$ cat src/rtl/uart_transmit.sv
// 8N1 UART transmitter with a one-byte holding buffer, so frames can run back-to-back.
// The outputs are registered from the current FSM state, so the line lags the state by one cycle.
module uart_transmit #(
  parameter int CLKS_PER_BIT = 10416,
  parameter int TMR_LENGTH   = 14
) (
  input  logic       clk,
  input  logic       rst,
  input  logic [7:0] data,
  input  logic       send,
  output logic       ready,
  output logic       uart_rx,
  output logic       transmitting,
  output logic       tx_done
);

  typedef enum logic [1:0] {IDLE, START, DATA, STOP} state_t;

  localparam logic [TMR_LENGTH-1:0] TMR_LAST = TMR_LENGTH'(CLKS_PER_BIT - 1);

  state_t                state_reg, state_next;
  logic [TMR_LENGTH-1:0] timer_reg, timer_next;
  logic [2:0]            bit_idx_reg, bit_idx_next;
  logic [7:0]            shift_reg, shift_next;
  logic [7:0]            buffer_reg, buffer_next;
  logic                  buffer_full_reg, buffer_full_next;
  logic                  uart_rx_next, ready_next, transmitting_next, tx_done_next;
  logic                  bit_done;

  assign bit_done = (timer_reg == TMR_LAST);

  always_ff @(posedge clk or posedge rst) begin
    if (rst) begin
      state_reg       <= IDLE;
      timer_reg       <= '0;
      bit_idx_reg     <= '0;
      shift_reg       <= '0;
      buffer_reg      <= '0;
      buffer_full_reg <= 1'b0;
      uart_rx         <= 1'b1;
      ready           <= 1'b1;
      transmitting    <= 1'b0;
      tx_done         <= 1'b0;
    end else begin
      state_reg       <= state_next;
      timer_reg       <= timer_next;
      bit_idx_reg     <= bit_idx_next;
      shift_reg       <= shift_next;
      buffer_reg      <= buffer_next;
      buffer_full_reg <= buffer_full_next;
      uart_rx         <= uart_rx_next;
      ready           <= ready_next;
      transmitting    <= transmitting_next;
      tx_done         <= tx_done_next;
    end
  end

  always_comb begin
    state_next       = state_reg;
    timer_next       = '0;
    bit_idx_next     = bit_idx_reg;
    shift_next       = shift_reg;
    buffer_next      = buffer_reg;
    buffer_full_next = buffer_full_reg;

    if (state_reg != IDLE) begin
      timer_next = bit_done ? '0 : timer_reg + 1'b1;
    end

    case (state_reg)
      IDLE: begin
        if (buffer_full_reg) begin
          shift_next       = buffer_reg;
          buffer_full_next = 1'b0;
          bit_idx_next     = '0;
          state_next       = START;
        end
      end
      START: begin
        if (bit_done) begin
          bit_idx_next = '0;
          state_next   = DATA;
        end
      end
      DATA: begin
        if (bit_done) begin
          shift_next   = {1'b0, shift_reg[7:1]};
          bit_idx_next = bit_idx_reg + 3'd1;
          if (bit_idx_reg == 3'd7) begin
            state_next = STOP;
          end
        end
      end
      STOP: begin
        if (bit_done) begin
          // A waiting byte starts its frame immediately, with no idle bit between.
          if (buffer_full_reg) begin
            shift_next       = buffer_reg;
            buffer_full_next = 1'b0;
            bit_idx_next     = '0;
            state_next       = START;
          end else begin
            state_next = IDLE;
          end
        end
      end
      default: state_next = IDLE;
    endcase

    // ready is low whenever the buffer is full, so this never collides with a drain.
    if (send && ready) begin
      buffer_next      = data;
      buffer_full_next = 1'b1;
    end
  end

  always_comb begin
    uart_rx_next = 1'b1;
    case (state_reg)
      START:   uart_rx_next = 1'b0;
      DATA:    uart_rx_next = shift_reg[0];
      default: uart_rx_next = 1'b1;
    endcase
    transmitting_next = (state_reg != IDLE);
    tx_done_next      = (state_reg == STOP) && bit_done;
    ready_next        = !buffer_full_next;
  end

endmodule

$ cat config.mk
export PLATFORM = sky130hd
export DESIGN_NAME = uart_transmit
export DESIGN_NICKNAME = d
export VERILOG_FILES = /design/src/rtl/uart_transmit.sv
export SDC_FILE = /design/constraint.sdc
export NUM_CORES = 1
export LEC_CHECK = 0
export CAP_MARGIN = 15
export CORE_ASPECT_RATIO = 0.8
export CORE_UTILIZATION = 55
export CTS_CLUSTER_SIZE = 40
export DETAILED_ROUTE_END_ITERATION = 10
export GPL_TIMING_DRIVEN = 0
export PLACE_DENSITY = 0.87
export SLEW_MARGIN = 20
export SYNTH_ARGS = -nofsm -noshare
export SYNTH_HDL_FRONTEND = slang
export SYNTH_SLANG_ARGS = --single-unit
$ cat constraint.sdc
create_clock -name clk -period 3.3 [get_ports clk]
set_clock_uncertainty 0.2 [all_clocks]
set_input_delay 0.66 -clock clk [delete_from_list [all_inputs] [get_ports clk]]
set_output_delay 0.66 -clock clk [all_outputs]
set_load 0.01 [all_outputs]
# Word-level counts from Yosys, hierarchy flattened
# Index checks and enable logic that the tools add are counted.
# totals
wordCells,53
reg_bits,40
# op_classes
n_mux,22
eq_ne,10
n_reduce_logical,9
n_addsub,2
# ops
operator,count
14-bit 2-to-1 mux,2
8-bit 2-to-1 mux,3
8-bit case mux with 3 select lines,1
14-bit by 1-bit adder with 14-bit output (second input constant),1
14-bit == test (second input constant),1
3-bit 2-to-1 mux,4
3-bit case mux with 4 select lines,1
2-bit 2-to-1 mux,5
2-bit != test (second input constant),5
2-bit case mux with 4 select lines,1
3-bit AND reduction,2
5-bit AND reduction,1
2-bit == test (second input constant),2
1-bit case mux with 2 select lines,2
3-bit by 1-bit adder with 3-bit output (second input constant),1
3-bit == test (second input constant),1
1-bit 2-to-1 mux,3
3-bit nonzero test,1
2-bit by 1-bit == test with 1-bit output (second input constant),1
1-bit logical AND,2
2-bit logical NOT,1
2-bit nonzero test,1
1-bit logical NOT,1

# Longest topological paths before layout
# depth
word_depth,5
ltp_mapped,7

# Worst setup path after synthesis
# Ideal clock, no wire load.
# synth_timing
path_type,register to register
from,register timer_reg[10]
to,register shift_reg[1]
path_stages_with_launch,6
arrival_ps,1939
setup_slack_ps,1036
n_path_buf,1
t_required_ps,2975
cell_sequence,dfrtp_1 or4bb_2 nor4_4 o21a_1 buf_6 mux2_2
# synth_between
elab_chain_cells,3
elab_cells_between_ends,4
# synth_lines
element,line_no,text
"start, declared",22,"logic [TMR_LENGTH-1:0] timer_reg, timer_next;"
"start signal, assigned",46,timer_reg <= timer_next;
14-bit == test (*),30,assign bit_done = (timer_reg == TMR_LAST);
2-bit != test (no source line),-,
3-bit AND reduction (no source line) (*),-,
"end signal, assigned",48,shift_reg <= shift_next;
"end, declared",24,"logic [7:0] shift_reg, shift_next;"
# Mark *: on every way between the ends. The rest lies on a longest branch, timed or not.
# A chain may end at the register's enable or synchronous reset.

# Worst setup path in the final report
# layout_timing
from,register timer_reg[10]
to,register shift_reg[4]
# The elaborated chain is that of the path after synthesis.

==> flow_results.org <==
** Flow run
- Max-capacitance violation count :: 0

** Finish
- Share of layout cells above drive strength 1 :: 23.5%
- Most common library cell in the layout ignoring fill and taps :: sky130_fd_sc_hd__dfrtp_1
- Fin nets :: 198
- Area growth from synthesis to layout :: 15.5%
- Leading cell types in the layout, fill and taps excluded :: 38 x sky130_fd_sc_hd__dfrtp_1, 23 x sky130_fd_sc_hd__mux2_2, 18 x sky130_fd_sc_hd__nor2_1, 14 x sky130_fd_sc_hd__clkdlybuf4s50_1
- The register with the most flip-flops in the layout has 14 of them.
- Area of combinational cells with multiple inputs :: 842 µm²
- Fill cell instance count of the final layout :: 224
- The repair_antennas step left the layout with diodes totalling 0.
- The sequential cells in the finished layout cover a total of 1000 µm².
- Final cell utilization of the core :: just under 70%

** Worst hold path
- Worst min path class :: register to register
- Counting instances, the worst hold path has a depth of 1.

** Critical path
- Critical Path End Type :: register
- On the critical path the largest part of the delay comes from simple AND/OR/NAND/NOR gates.
- Critical Setup Path Class :: register to register
- Series of cell instances along the critical path :: or4bb_2 > nor4_4 > o21a_1 > buf_6 > mux2_2
- Worst endpoint required time :: 3.28 ns
- Top fanout value on the critical path :: 8
- STA classifies the critical path startpoint as a register.
- Buffering stage count on the worst path with inverters included :: 1
- Slowest-stage cell, CP :: sky130_fd_sc_hd__or4bb_2
- Critical Path AT :: roughly 2.5 ns
- Counting cells, the worst reg-to-reg path comes to 5.
- Counting buffers and inverters, the worst setup path is 5 cells deep.
- The largest single stage delay on the critical path is 0.70 ns.

** Logic synthesis
- Post-synthesis instance area :: between 1500 and 2000 µm²
- Of the total synthesized cell area, the portion taken by full adders, half adders and majority gates is 5.26%.
- Largest area contributor in the netlist :: sky130_fd_sc_hd__dfrtp_1
- Sequential-to-total area share from yosys stat :: 52.7%
- The synthesized netlist contains 32 unique library cells.
- Ys Warns :: 0
- Counting every instance in the synthesized netlist gives 157.
- The top cell type by area accounts for 50.0% of the synthesized area.
- Of all flip-flops after synthesis, the portion carrying an async set or reset was 100%.
- Among all flip-flop cells after synthesis, the most frequent one is sky130_fd_sc_hd__dfrtp_1.
- Post-synth net total :: 176
- Per-instance average area after synthesis :: 12.1 µm²
- Synth top area cells :: sky130_fd_sc_hd__dfrtp_1 50%, sky130_fd_sc_hd__mux2_2 14%, sky130_fd_sc_hd__ha_1 5.3%
- Of the total synthesized cell area, the portion taken by AND, OR, NAND and NOR gates is approximately 14%.
- After synthesis, the largest family of logic cells by area is multiplexers.
- Of the total synthesized cell area, the portion taken by XOR and XNOR cells is under 10%.
- Post-synth EDFFs :: 0
- The portion of synthesized area spent on multiplexers is 15.2%.
- Summing the areas of all compound-gate instances in the mapped netlist gives between 3 and 4% of the synthesized area.
- Yosys reg bits :: 40

** Drt
- The detailed router finished its first iteration with 61 violations.
- Detailed Route WL :: 3380 µm
- The detail route stage leaves a number of antenna-violating nets equal to 0.
- For this run, the detailed router's first-pass iteration total came to 4.
- Via count :: 1207
- Average via count per standard cell :: roughly 5.5
- Routed WL per cell :: 15.4 µm
- Remaining routing DRC violations :: 0

** Placement
- Post-placement setup slack :: 0.823 ns
- Detailed placement ended at an HPWL of 2480 µm.
- Port bufs :: 14
- At the end of routability-driven placement, the weighted congestion stood at 0.812.

** STA
- Headroom to the max-slew limit came out at 64.2%.
- In the post-route analysis, the smallest setup slack over all paths is 0.785 ns.
- Setup violations remaining at the end of the flow were counted as 0.
- Min Clock Period, post-route :: 2.52 ns
- Of the available clock period, the critical path in the final layout requires around three quarters.
- The number of hold-slack violations in the final timing report is 0.
- Setup repair after global routing left no endpoint under its margin.
- TNS Setup :: 0 ns
- The total count of max-transition violations in the final report is 0.
- Slew at the pin closest to its max-slew limit :: 0.537 ns
- Timing would allow up to 398 MHz.

** Floorplan
- Core Region :: ~3200 µm²
- Pin placement for this block handled 15 I/O pins.
- After floorplanning, the core was divided into 18 placement rows.
- For this configuration, the core starts out at a cell density of 59.5%.
- The die is 67.8 µm wide.
- Die area :: between 3000 and 4000 µm²
- In this run the vertical extent of the chip is between 50 and 60 µm.

** GRT
- Maximum number of pins on one net before global-route repair :: 22
- The via count of the first global-routing pass came to 1254.
- Total global-route track usage :: 22.2%
- Number of antenna violations at the first check in global routing :: 0
- Global routing finished with a remaining overflow of 0.
- Wire length of the first global-routing pass :: 5730 µm

** Status
- Outcome :: complete, no violations

** Clocking
- Post-CTS setup buffer count :: 0
- TritonCTS clock tree :: built
- Root buffer selected by CTS :: sky130_fd_sc_hd__clkbuf_8
- Inserted Clock Buffers :: 5
- Sink Count :: 40
- Post-CTS repair changed the size of 0 cells.
- The clock passes through at most 2 buffers.
- After clock tree synthesis, the clock-pin slew on the worst setup and hold paths is about 0.070 ns.
- For the worst-skew pair, the clock arrives at the later sink with an insertion delay of 0.29 ns.
- The clock tree synthesis step divided the H-tree into 2 levels.
- CTS Hold Bufs :: 0

** Pwr
- Total leakage power :: 1.02 nW
- Power spread over the standard cell area amounts to 433 nW/µm².
- Power comes to 0.953 mW.
- Highest ir drop seen on vdd :: 0.351 mV
## per-stage QoR
step	hold WS (ns)	instances	instance area (µm²)
final	0.292	219	2200
after global routing	0.325	219	2200
after CTS	0.293	219	2200
after detailed placement	0.283	212	2120
after global placement	0.273	211	2090
after floorplan	0.255	157	1900
## cell type report
class	count	share of cell area (%)
clock inverters	1	0.228
clock buffers	6	3.30
well taps	40	2.28
plain buffers	4	1.08
inverters	9	1.54
repair buffers	15	7.63
multi-input cells	104	38.3
flip-flops and latches	40	45.6
## cell families after synthesis
kind of cell             after synthesis
buffers and inverters                 13
flip-flops                            40
AND/OR/NAND/NOR                       49
multiplexers                          26
AO/OA/AOI/OAI                          9
adder cells (fa/ha/maj)                8
XOR/XNOR                              12
## where the power goes
group / internal, mW / total (mW) / switching (mW) / leakage (nW)
logic: 0.0669 / 0.102 / 0.0355 / 0.468
registers: 0.529 / 0.550 / 0.0210 / 0.509
clock network: 0.144 / 0.301 / 0.157 / 0.0410
total: 0.739 / 0.953 / 0.213 / 1.02
## synth_stat cells (all sizes together) (3+ instances only)
master   n
xnor2    7
ha       8
mux2i    3
and2     3
mux2    23
xor2     5
dfrtp   38
nor2    18
nor3     3
nand3    3
inv      9
nor4     3
nand4    5
nand2    7
## path summary, 6_finish.rpt
| check | endpoint | startpoint | slack (ns) |
|---|---|---|---|
| max | shift_reg[4] | timer_reg[10] | 0.78 |
| min | timer_reg[0] | timer_reg[0] | 0.29 |
| max reg2reg | shift_reg[4] | timer_reg[10] | 0.78 |
| min reg2reg | timer_reg[0] | timer_reg[0] | 0.29 |
| max in group asynchronous | uart_rx | rst | 1.87 |
| min in group asynchronous | transmitting | rst | 0.50 |
## worst reg2reg max path: stages (launching register included)
cell,delay [ns]
sky130_fd_sc_hd__dfrtp_1,0.43
sky130_fd_sc_hd__or4bb_2,0.70
sky130_fd_sc_hd__nor4_4,0.37
sky130_fd_sc_hd__o21a_1,0.22
sky130_fd_sc_hd__buf_6,0.15
sky130_fd_sc_hd__mux2_2,0.34
## routing by layer
metal | vias up | GRT usage (%) | wire length [µm]
met5 | - | 0 | 0
li1 | 583 | - | -
met3 | 4 | 5.63 | 112
met4 | 0 | 9.22 | 46
met1 | 593 | 28.2 | 1580
met2 | 27 | 36.5 | 1640
(Power assumes the default switching activity.)
==> RTL edit, RTL diff (same settings) <==
The 4 states of `state_t` get a one-hot encoding in 4 bits.
--- a/src/rtl/uart_transmit.sv
+++ b/src/rtl/uart_transmit.sv
@@ -16,3 +16,3 @@
 
-  typedef enum logic [1:0] {IDLE, START, DATA, STOP} state_t;
+  typedef enum logic [3:0] {IDLE = 4'b0001, START = 4'b0010, DATA = 4'b0100, STOP = 4'b1000} state_t;
 
Behaviour: no difference found for any inputs over 10 cycles, from zero or initial values and one cycle with rst high; not proved beyond that.
==> RTL edit against the original RTL <==
  * The flow now finishes with violations (DRC)
  * Synthesized cell count up 18%
  * Final area up 11%
  * Setup slack better by 0.29 ns
  * Area after synthesis up 11%
  * Routed wire length up 11%
  * Count of clock-buffer cells in the layout down 1
  * Critical path depth up 1
  * Sequential cell count up 2
  * Die area up 11%
  * First-iteration DRC count up 46%
  * Final cell count up 15%
  * Critical path type unchanged
Power is not compared: it rests on default switching activity, and its combinational part moved more than twofold at a synthesized area within 25%.
==> RTL edit: results (changes against the original RTL) <==
The worst-case register-to-register setup slack is 1.08 ns (+0.29 ns). The fraction of layout instances using a drive strength above 1 came out at 26.3% (+2.9 points). The checks that failed: DRC.

The run finished, with violations left. The logic depth of the worst register-to-register path is 6 (+1). The first-pass GRT wire length is 6530 um (+14%). The critical path ends at shift_reg[6].

The transition time at the pin with the least slew margin came out at 0.427 ns (-0.110 ns). The endpoint arrival time on the critical path is 2.20 ns (-0.29 ns). The met3 track demand over resource in global routing is 4.42% (-1.2 points).

The met1 usage came to 29.0% (+0.82 points). The via count of the first global-routing pass is 1,412 (+13%). The average routed wire per standard cell came to 15.0 um (-3.0%). After synthesis, the most frequently instantiated cells are 39 x sky130_fd_sc_hd__dfrtp_1, 23 x sky130_fd_sc_hd__mux2_2, 20 x sky130_fd_sc_hd__nor2_1, 13 x sky130_fd_sc_hd__nand2_1, 8 x sky130_fd_sc_hd__nand3_1. The overall global routing resource usage is 21.2% (-1.0 points). The worst hold slack across all endpoints is 0.295 ns (+0.00315 ns). The cell count after placement was 243 (+15%). The largest net degree at the start of global routing came to 29 (+32%). The count of unique library cells instantiated by Yosys is 48 (+50%).

The filler cell count in the final layout came out at 251 (+12%). The adder and majority cell fraction of the synthesized area was 1.78% (-3.5 points). The placed wire-length estimate after detailed placement came out at 2720 um (+9.6%). The number of optimization iterations in the first detailed-route pass came out at 7 (+3). The first-iteration detailed-routing DRC count was 89 (+46%). Yosys attributes the largest share of cell area to sky130_fd_sc_hd__dfrtp_1 46%, sky130_fd_sc_hd__mux2_2 12%, sky130_fd_sc_hd__dfstp_2 3.7%. The via count came to 1,465 (+21%).

The count of unresolved DRC violations after routing is 1 (+1).
-- RTL edit: changes by cell type after synthesis, moves of 3 or more --
cell / unedited run / this run
sky130_fd_sc_hd__nand2_1: 7 / 13
sky130_fd_sc_hd__and2_2: 3 / 0
sky130_fd_sc_hd__a21oi_1: 0 / 4
sky130_fd_sc_hd__nand3_1: 3 / 8
sky130_fd_sc_hd__inv_1: 9 / 6
sky130_fd_sc_hd__ha_1: 8 / 3
sky130_fd_sc_hd__buf_2: 1 / 7
-- RTL edit: through the flow --
step                worst slack, ns  instance area, um^2
detailed placement             1.08                 2320
floorplan                      1.30                 2110
global placement              0.619                 2300
CTS                            1.07                 2430
finish                         1.08                 2430
global route                  0.949                 2430
-- RTL edit: report_power, final --
part	total, uW	internal, uW	switching [uW]
Combinational	488	260	227
Clock	397	223	174
Sequential	738	662	76.9
-- RTL edit: worst max-delay path, stage by stage, from the launching register on --
cell and delay, ns:
sky130_fd_sc_hd__dfrtp_1 0.40, sky130_fd_sc_hd__ha_1 0.22, sky130_fd_sc_hd__and4_1 0.19, sky130_fd_sc_hd__buf_2 0.19, sky130_fd_sc_hd__nand4_4 0.20, sky130_fd_sc_hd__a21oi_4 0.34, sky130_fd_sc_hd__mux2_2 0.38
-- RTL edit: logic make-up after synthesis --
kind of cell,after synthesis
simple gates,70
flops,42
mux,25
compound gates,20
buf+inv,15
xor+xnor,11
fa+ha+maj,3
-- RTL edit: cell type report --
type,instances,area share [%]
clock buffers,5,2.83
flip-flops and latches,42,43.3
multi-input cells,129,40.5
repair buffers,15,6.58
plain buffers,9,2.06
clock inverters,3,1.65
inverters,6,0.925
well taps,42,2.16
-- RTL edit: metal layers --
metal	vias to the layer above	share of wire, %
met4	0	1.7
met1	723	50
li1	707	-
met3	9	3.4
met2	26	45
met5	-	0
